<file path="config.mk">
export PLATFORM = sky130hd
export DESIGN_NAME = soc_rst_sequencer
export DESIGN_NICKNAME = d
export VERILOG_FILES = /design/src/rtl/soc_rst_sequencer.sv
export SDC_FILE = /design/constraint.sdc
export NUM_CORES = 1
export LEC_CHECK = 0
export BUFFER_PORTS_ARGS = -buffer_cell sky130_fd_sc_hd__buf_4
export CAP_MARGIN = 25
export CORE_MARGIN = 8
export CORE_UTILIZATION = 60
export DETAILED_ROUTE_END_ITERATION = 7
export PLACE_DENSITY = 0.77
export SYNTH_ARGS = -nofsm -noshare
export SYNTH_HDL_FRONTEND = slang
export SYNTH_SLANG_ARGS = --single-unit
</file>
<file path="constraint.sdc">
create_clock -name io_axiClk -period 2.8 [get_ports io_axiClk]
set_input_delay 0.7 -clock io_axiClk [delete_from_list [all_inputs] [get_ports io_axiClk]]
set_output_delay 0.7 -clock io_axiClk [all_outputs]
set_load 0.005 [all_outputs]
</file>
<file path="src/rtl/soc_rst_sequencer.sv">
// rtl/soc_rst_sequencer.sv - PLL/SoC reset sequencer with lock qualification and debounced button
module soc_rst_sequencer #(
    parameter int PLL_RST_CYCLES      = 16,
    parameter int LOCK_STABLE_CYCLES  = 1024,
    parameter int LOCK_TIMEOUT_CYCLES = 1000000,
    parameter int DEBOUNCE_CYCLES     = 65536,
    parameter int CNT_W               = 20
) (
    input  logic       io_axiClk,
    input  logic       io_asyncReset,
    input  logic       io_locked,
    input  logic       io_extReset,
    output logic       io_pllReset,
    output logic       io_socResetn,
    output logic [2:0] io_state,
    output logic [3:0] io_retryCnt
);

    localparam logic [CNT_W-1:0] PLL_LAST     = CNT_W'(PLL_RST_CYCLES - 1);
    localparam logic [CNT_W-1:0] STABLE_LAST  = CNT_W'(LOCK_STABLE_CYCLES - 1);
    localparam logic [CNT_W-1:0] TIMEOUT_LAST = CNT_W'(LOCK_TIMEOUT_CYCLES - 1);
    localparam logic [CNT_W-1:0] DB_LAST      = CNT_W'(DEBOUNCE_CYCLES - 1);

    typedef enum logic [2:0] {
        PLL_RST   = 3'd0,
        WAIT_LOCK = 3'd1,
        STABLE    = 3'd2,
        RUN       = 3'd3,
        HOLD      = 3'd4
    } state_t;

    logic             lock_m, lock_s;
    logic             ext_m, ext_s;
    logic             db;
    logic [CNT_W-1:0] db_cnt;

    state_t           state, next_state;
    logic [CNT_W-1:0] cnt, cnt_next;
    logic [3:0]       retry, retry_next;

    logic             pll_q, socn_q;
    logic [2:0]       state_q;

    // Two-flop synchronizers for the asynchronous lock and button inputs
    always_ff @(posedge io_axiClk or posedge io_asyncReset) begin
        if (io_asyncReset) begin
            lock_m <= 1'b0;
            lock_s <= 1'b0;
            ext_m  <= 1'b0;
            ext_s  <= 1'b0;
        end else begin
            lock_m <= io_locked;
            lock_s <= lock_m;
            ext_m  <= io_extReset;
            ext_s  <= ext_m;
        end
    end

    // Button debounce: a new level must persist DEBOUNCE_CYCLES edges before db follows
    always_ff @(posedge io_axiClk or posedge io_asyncReset) begin
        if (io_asyncReset) begin
            db     <= 1'b0;
            db_cnt <= '0;
        end else if (ext_s == db) begin
            db_cnt <= '0;
        end else if (db_cnt == DB_LAST) begin
            db     <= ~db;
            db_cnt <= '0;
        end else begin
            db_cnt <= db_cnt + CNT_W'(1);
        end
    end

    // Next-state, shared cycle counter and retry counter; lock loss outranks the button
    always_comb begin
        next_state = state;
        cnt_next   = cnt + CNT_W'(1);
        retry_next = retry;
        case (state)
            PLL_RST: begin
                if (cnt == PLL_LAST) next_state = WAIT_LOCK;
            end
            WAIT_LOCK: begin
                if (lock_s) begin
                    next_state = STABLE;
                end else if (cnt == TIMEOUT_LAST) begin
                    next_state = PLL_RST;
                    if (retry != 4'hF) retry_next = retry + 4'd1;
                end
            end
            STABLE: begin
                if (!lock_s) next_state = WAIT_LOCK;
                else if (cnt == STABLE_LAST) next_state = RUN;
            end
            RUN: begin
                cnt_next = cnt;
                if (!lock_s) next_state = WAIT_LOCK;
                else if (db) next_state = HOLD;
            end
            HOLD: begin
                cnt_next = cnt;
                if (!lock_s) next_state = WAIT_LOCK;
                else if (!db) next_state = STABLE;
            end
            default: begin
                next_state = PLL_RST;
            end
        endcase
        if (next_state != state) cnt_next = '0;
    end

    // State register plus registered outputs decoded from the next state so they are glitch-free
    always_ff @(posedge io_axiClk or posedge io_asyncReset) begin
        if (io_asyncReset) begin
            state   <= PLL_RST;
            cnt     <= '0;
            retry   <= 4'd0;
            pll_q   <= 1'b1;
            socn_q  <= 1'b0;
            state_q <= 3'd0;
        end else begin
            state   <= next_state;
            cnt     <= cnt_next;
            retry   <= retry_next;
            pll_q   <= (next_state == PLL_RST);
            socn_q  <= (next_state == RUN);
            state_q <= next_state;
        end
    end

    assign io_pllReset  = pll_q;
    assign io_socResetn = socn_q;
    assign io_state     = state_q;
    assign io_retryCnt  = retry;

endmodule

</file>
### Word level (Yosys, flattened, before mapping)

Index checks and enable logic that the tools add are counted.
Widths: inputs -> output; s select.

* add/sub/neg operators: 3
* $mul: 0
* div/mod/pow operators: 0
* $lt $le $gt $ge: 0
* equality and inequality tests: 13
* shift operators: 0
* mux-type cells: 14
* bitwise gates (word level): 3
* reductions and logical operators: 5

Operators by type and width (number)
* $mux 20: 4
* $add 20x1->20 const B: 2
* $mux 3: 9
* $eq 20x10->1 const B: 1
* $eq 20x16->1 const B: 1
* $eq 20x20->1 const B: 1
* $eq 20x4->1 const B: 1
* $pmux 3 s5: 1
* $eq 3x2->1 const B: 3
* $logic_not 3->1: 2
* $add 4x1->4 const B: 1
* $ne 4x4->1 const B: 1
* $reduce_and 4->1: 1
* $eq 3x1->1 const B: 1
* $eq 3x3->1 const B: 1
* $ne 3x3->1: 1
* $not 1->1: 3
* $ne 2x1->1 const B: 1
* $reduce_and 2->1: 1
* $reduce_or 2->1: 1
* $eq 1x1->1: 1

* register bits after elaboration: 54
* latch bits: 0
* memory bits (writable): 0
* memory bits (read-only): 0
* bits of input ports: 4
* output and inout bits: 9
* logic and storage cells: 49
* memories kept: 0

### Longest topological paths before layout

Gate-level depths: netlist of run 1.

* depth in word-level cells: 6
* depth in mapped cells: 7
* mapped depth without buffers: 6

### Least setup slack after synthesis of run 1

Ideal clock, no wire load.

* path type: reg-to-reg
* start: register cnt[10]
* end: register cnt[0]
* setup time: 0.128 ns
* arrival: 2.178 ns
* required time: 2.672 ns
* path slack: 0.494 ns
* stages on the path, launching flop included: 7
* buffers on the path: 1
* period minus slack after synthesis: 2.306 ns
* cells stage by stage: dfrtp_1 or4_1 or4_4 o21a_1 o2111ai_2 buf_6 a21oi_2

* cells in the longest elaborated chain, start to end: 6
* elaborated cells between the ends (all ways): 12
* classes of those cells: eq/ne (5); mux (7)

Ends and longest elaborated chain
* from (decl): RTL line 38 `logic [CNT_W-1:0] cnt, cnt_next;`
* from (signal assigned): RTL line 123 `cnt <= cnt_next;`
* $eq 20x10->1 or $eq 20x20->1 (tied branches): RTL line 93, 86
* $mux 3 (on tied branches): RTL line 93, 86
* $mux 3 (on tied branches): RTL line 92, 84
* $pmux 3 s5 (*): RTL line 79 `case (state)`
* $ne 3x3->1 (*): RTL line 109 `if (next_state != state) cnt_next = '0;`
* $ne 2x1->1 (no source line) or $mux 20 (tied branches)

Every way passes the cells marked *; elsewhere a longest branch is shown, timed or not.
A chain may end at the register's enable or synchronous reset.

### Final worst setup path of run 1

* start: register cnt[10]
* end: register cnt[17]

* cells in the longest elaborated chain, start to end: 6
* elaborated cells between the ends (all ways): 14
* classes of those cells: add/sub (1); eq/ne (5); mux (8)

Ends and longest elaborated chain (RTL line)
* $eq 20x10->1 or $eq 20x20->1 (tied branches): 93, 86
* $mux 3 (on tied branches): 93, 86
* $mux 3 (on tied branches): 92, 84
* $pmux 3 s5: 79
* $ne 3x3->1: 109
* $ne 2x1->1 (no source line) or $mux 20 (tied branches)

Parallel ways exist; a longest one is shown, timed or not. The select of a mux whose other input is x is not followed.

==> results of run 1 <==
state kept, by name, summed over array words and instances, names as in the netlist:
name          flops
io_socResetn      1
io_state          3
cnt              20
lock_m            1
io_retryCnt       4
io_pllReset       1
db_cnt           20
db                1
lock_s            1
ext_m             1
ext_s             1
logic make-up after synthesis:
family,synth area share [%]
XOR/XNOR,12.7
adder cells (fa/ha/maj),1.36
flip-flops,49.1
buffers and inverters,3.00
AND/OR/NAND/NOR,22.0
multiplexers,1.18
AO/OA/AOI/OAI,10.7
stage by stage:
step	hold WS, ps	instances	worst slack [ps]	power (mW)	util, %
finish	356	334	219	1.87	69.5
CTS	357	334	217	1.89	69.5
global route	366	334	118	1.97	69.5
global placement	337	326	292	1.36	67.0
floorplan	331	264	494	1.23	-
detailed placement	339	326	243	1.37	67.0
final cells by class:
| type | count | area, µm² |
|---|---|---|
| Multi-Input combinational cell | 193 | 1320 |
| Tap cell | 52 | 65.1 |
| Inverter | 8 | 30.0 |
| Clock inverter | 3 | 43.8 |
| Clock buffer | 5 | 68.8 |
| Sequential cell | 54 | 1350 |
| Fill cell | 333 | 1340 |
| Timing Repair Buffer | 19 | 168 |
how the worst max path moves through the flow:
stage / endpoint / slack [ps] / cells past startpoint
after floorplan: cnt[0] / 490 / 6
after global placement: cnt[10] / 290 / 6
after detailed placement: cnt[17] / 240 / 6
after CTS: cnt[17] / 220 / 6
after global routing: cnt[17] / 120 / 6
final: cnt[17] / 220 / 6
worst max-delay path: stages, from the launching register on:
cell	delay [ps]
dfrtp_1	440
or4_1	570
or4_4	550
o21a_1	240
o2111ai_2	310
buf_4	280
a21oi_2	80
power breakdown:
group / switching, mW / total (mW) / leakage [nW] / internal (mW)
logic: 0.249 / 0.433 / 0.533 / 0.184
registers: 0.0807 / 0.918 / 0.733 / 0.838
clock network: 0.254 / 0.522 / 0.0585 / 0.268
layer usage:
layer / share of wire (%) / wire length [µm] / global-route usage (%)
met1: 51 / 2490 / 18.7
met2: 44 / 2150 / 23.2
met3: 4.1 / 201 / 4.10
met4: 1.4 / 70 / 5.34
met5: 0 / 0 / 0
synthesized netlist by cell type, types with 2 or more instances:
cell       n
or4_1      2
or3_1      4
a21oi_2   20
nand4_1   14
inv_1      8
xor2_1    29
o21ai_0    3
nor2_1    30
and4_1     2
ha_1       3
xnor2_1   11
nand3_1   20
clkbuf_1   4
nor4b_1    2
nor4_1     5
nor3_1     7
nand2b_1   2
nand2_1   11
and3_1     5
buf_2      3
dfrtp_1   53
a21oi_1    3
buf_6      2
mux2_2     2
==> impl_metrics.yaml, run 1 <==
routing:
  wl_mm: 4.92
  ant_nets: 0
  wire_per_inst_um: 14.7
  dr.pass1.iters: 4
  viasPerCell: 5.72
  drc: 0
  vias: 1912
  drt_iter0_markers: 125
grt:
  grt_antenna_before_repair: 0
  track_usage_pct: 14.7
  grt_overflow: 0
  grt_pass1_vias: 1902
  grt_first_pass_wirelength_mm: 8.62
  grt_max_degree: 30
synth:
  synth_top_area_cell: "dfrtp_1"
  syn_nets: 271
  yosysTopAreaCellShare_pct: 48.1
  synth_enable_flop_cells: 0
  syn_avg_cell_area_um2: 10.4
  synth_area_um2: 2760
  synth.distinct_cells: 43
  synthCells: 264
  synth_flop_cell: "dfrtp_1"
  postSynth.asyncResetShare_pct: 100
  synth_seq_area_share_pct: 49.1
  synth_seq_cells: 54
  netlist_top_cells_area: "dfrtp_1 (48%), xor2_1 (9.2%), a21oi_2 (6.4%)"
  yosys_warnings: 0
clocking:
  cts-root-buf: "clkbuf_8"
  cts_tree: "yes"
  post_cts_resized: 0
  h-tree-depth: 2
  clockBufferDepth: 2
  cts.clk_slew.worst_paths_ps: 100
  postCtsHoldBufs: 0
  clock_latency_ps: 310
  cts_setup_buffers: 0
  cts_sinks: 54
  cts_buffers: 5
floorplanning:
  row_count: 24
  ios: 13
  die_w_um: 83.8
  start_util_pct: 62.9
  die_y_um: 83.8
  die_area_um2: 7020
  core-area_um2: 4380
status:
  status: "finished clean"
power_and_ir_drop:
  p_leak_nw: 1.32
  p_per_area_nw_per_um2: 614
  vdd_ir_drop_max_v: 0.000357
timing:
  hold_viol_final: 0
  fin_skew_ps: 7.30
  setup_violations: 0
  period_needed_ps: 2580
  relSlewSlack_pct: 50.0
  fmax_ghz: 0.387
  finalMaxSlewViolations: 0
  worst_slew_pin_slew_ps: 742
  rsz0062_at_grt: "false"
  min_period_over_period_pct: 92.2
  tns_ps: 0
setup_path:
  r2r-end: "cnt[17]"
  r2r_start: "cnt[10]"
  critPathKind: "reg -> reg"
  r2r_slack_ps: 220
  reg2regPathDepth: 6
  end_kind: "flip-flop"
  worst_setup_path_start_kind: "flip-flop"
  arrival_ps: 2780
  worst_ep_required_time_ps: 3000
  cp_max_fo: 9
  critical_path.startpoint: "cnt[10]"
layout:
  layout_commonest_cell: "dfrtp_1"
  nets: 288
  fin_area_um2: 3050
  insertedDiodeCount: 0
  layout-drive-gt1-share_pct: 20.6
  final_cell_mix: "dfrtp_1 (53), nor2_1 (30), xor2_1 (29)"
  areaGrowthSynthToFinish_pct: 10.6
hold_path:
  min-delay-start: "ext_m"
  holdCritPathClass: "reg -> reg"
  hold_path_end: "ext_s"
  min_path_cells: 0
placed_design:
  dp_hpwl_mm: 3.46
  place_area_um2: 2940
  portBuffers: 12
  gp_congestion: 0.834
run:
  max_cap_violations: 0
Note: power is estimated with default switching activity, not from simulation.
==> run 2, diff against run 1 <==
- BUFFER_PORTS_ARGS: -buffer_cell sky130_fd_sc_hd__buf_4 -> -buffer_cell sky130_fd_sc_hd__buf_2
- CORE_MARGIN: 8 -> not set
==> impl_metrics.yaml, run 2 (same netlist as run 1, synthesis figures left out) <==
layout:
  final_core_util_pct: 68.5
  areaGrowthSynthToFinish_pct: 8.94
  layout.cells.non_filler: 333
  layout-drive-gt1-share_pct: 19.9
  fill_cells: 347
  insertedDiodeCount: 0
  final_cell_mix: "dfrtp_1 (53), nor2_1 (30), xor2_1 (29)"
  nets: 287
  multi_input_area_um2: 1320
  regArea_um2: 1350
  layout_commonest_cell: "dfrtp_1"
grt:
  grt_overflow: 0
  track_usage_pct: 22.7
  grt_pass1_vias: 1935
  grt_antenna_before_repair: 0
  grt_max_degree: 30
  grt_first_pass_wirelength_mm: 8.76
clocking:
  cts_buffers: 5
  cts-root-buf: "clkbuf_8"
  cts_setup_buffers: 0
  clockBufferDepth: 2
  postCtsHoldBufs: 0
  cts_sinks: 54
  post_cts_resized: 0
  h-tree-depth: 2
  cts_tree: "yes"
  clock_latency_ps: 300
  cts.clk_slew.worst_paths_ps: 90
floorplanning:
  core-area_um2: 4380
  row_count: 24
  ios: 13
  die_w_um: 69.8
  die_y_um: 69.8
  die_area_um2: 4870
  start_util_pct: 62.9
timing:
  min_period_over_period_pct: 87.7
  fin_ws_ps: 344
  fin_skew_ps: 4.54
  tns_ps: 0
  setup_violations: 0
  rsz0062_at_grt: "false"
  relSlewSlack_pct: 55.9
  worst_slew_pin_slew_ps: 656
  finalMaxSlewViolations: 0
  period_needed_ps: 2460
  fmax_ghz: 0.407
  hold_viol_final: 0
setup_path:
  arrival_ps: 2650
  end_kind: "flip-flop"
  crit_family: "simple AND/OR/NAND/NOR gates"
  worst_ep_required_time_ps: 2990
  slowest_stage: "or4_1"
  cp_cell_sequence: "or4_1 -> or4_4 -> o21a_1 -> o2111ai_2 -> buf_12 -> a21oi_2"
  timing.critical_path.buf_inv: 1
  worst_setup_path_start_kind: "flip-flop"
  max_stage_delay_ps: 570
  critPathKind: "reg -> reg"
  cp_max_fo: 20
placed_design:
  gp_congestion: 0.795
  place_inst: 325
  portBuffers: 12
  pre_cts_ws_ps: 350
  dp_hpwl_mm: 3.44
status:
  status: "finished clean"
hold_path:
  holdCritPathClass: "reg -> reg"
routing:
  dr.pass1.iters: 4
  drc: 0
  wl_mm: 4.89
  ant_nets: 0
  drt_iter0_markers: 108
  wire_per_inst_um: 14.7
  vias: 1948
  viasPerCell: 5.85
power_and_ir_drop:
  fin_total_pwr_mw: 1.79
  p_leak_nw: 1.31
  p_per_area_nw_per_um2: 595
  vdd_ir_drop_max_v: 0.000417
run:
  max_cap_violations: 0
==> run 2: stage by stage <==
step,hold slack [ps],area (µm²)
after CTS,357,3000
after floorplan,331,2760
final,354,3000
after global placement,333,2910
after global routing,377,3000
after detailed placement,337,2910
==> run 2: report_power, final <==
| group | internal [mW] | total (mW) | switching [mW] |
|---|---|---|---|
| logic | 0.177 | 0.428 | 0.251 |
| clock network | 0.200 | 0.442 | 0.242 |
| registers | 0.838 | 0.916 | 0.0789 |
| total | 1.21 | 1.79 | 0.571 |
==> run 2: worst paths after layout <==
| path | start | to | slack, ps | cells past startpoint |
|---|---|---|---|---|
| min in group asynchronous | io_asyncReset | io_retryCnt[2] | 440 | 2 |
| max reg2reg | cnt[10] | cnt[2] | 340 | 6 |
| min reg2reg | lock_m | lock_s | 350 | 0 |
| min | lock_m | lock_s | 350 | 0 |
| max | cnt[10] | cnt[2] | 340 | 6 |
| max in group asynchronous | io_asyncReset | cnt[4] | 1830 | 3 |
==> run 2: layer usage <==
metal	global-route usage, %	up-vias	part of all wire [%]
met3	4.80	7	3.4
met5	0	-	0
met4	7.11	0	1.2
met1	32.1	950	48
met2	35.3	33	47
li1	-	958	-
==> run 2: final cells by class <==
class	instances	share of cell area [%]
Sequential cell	54	45.0
Multi-Input combinational cell	193	44.0
Timing Repair Buffer	18	4.75
Clock inverter	1	0.167
Clock buffer	7	2.88
Tap cell	52	2.17
Inverter	8	1.00
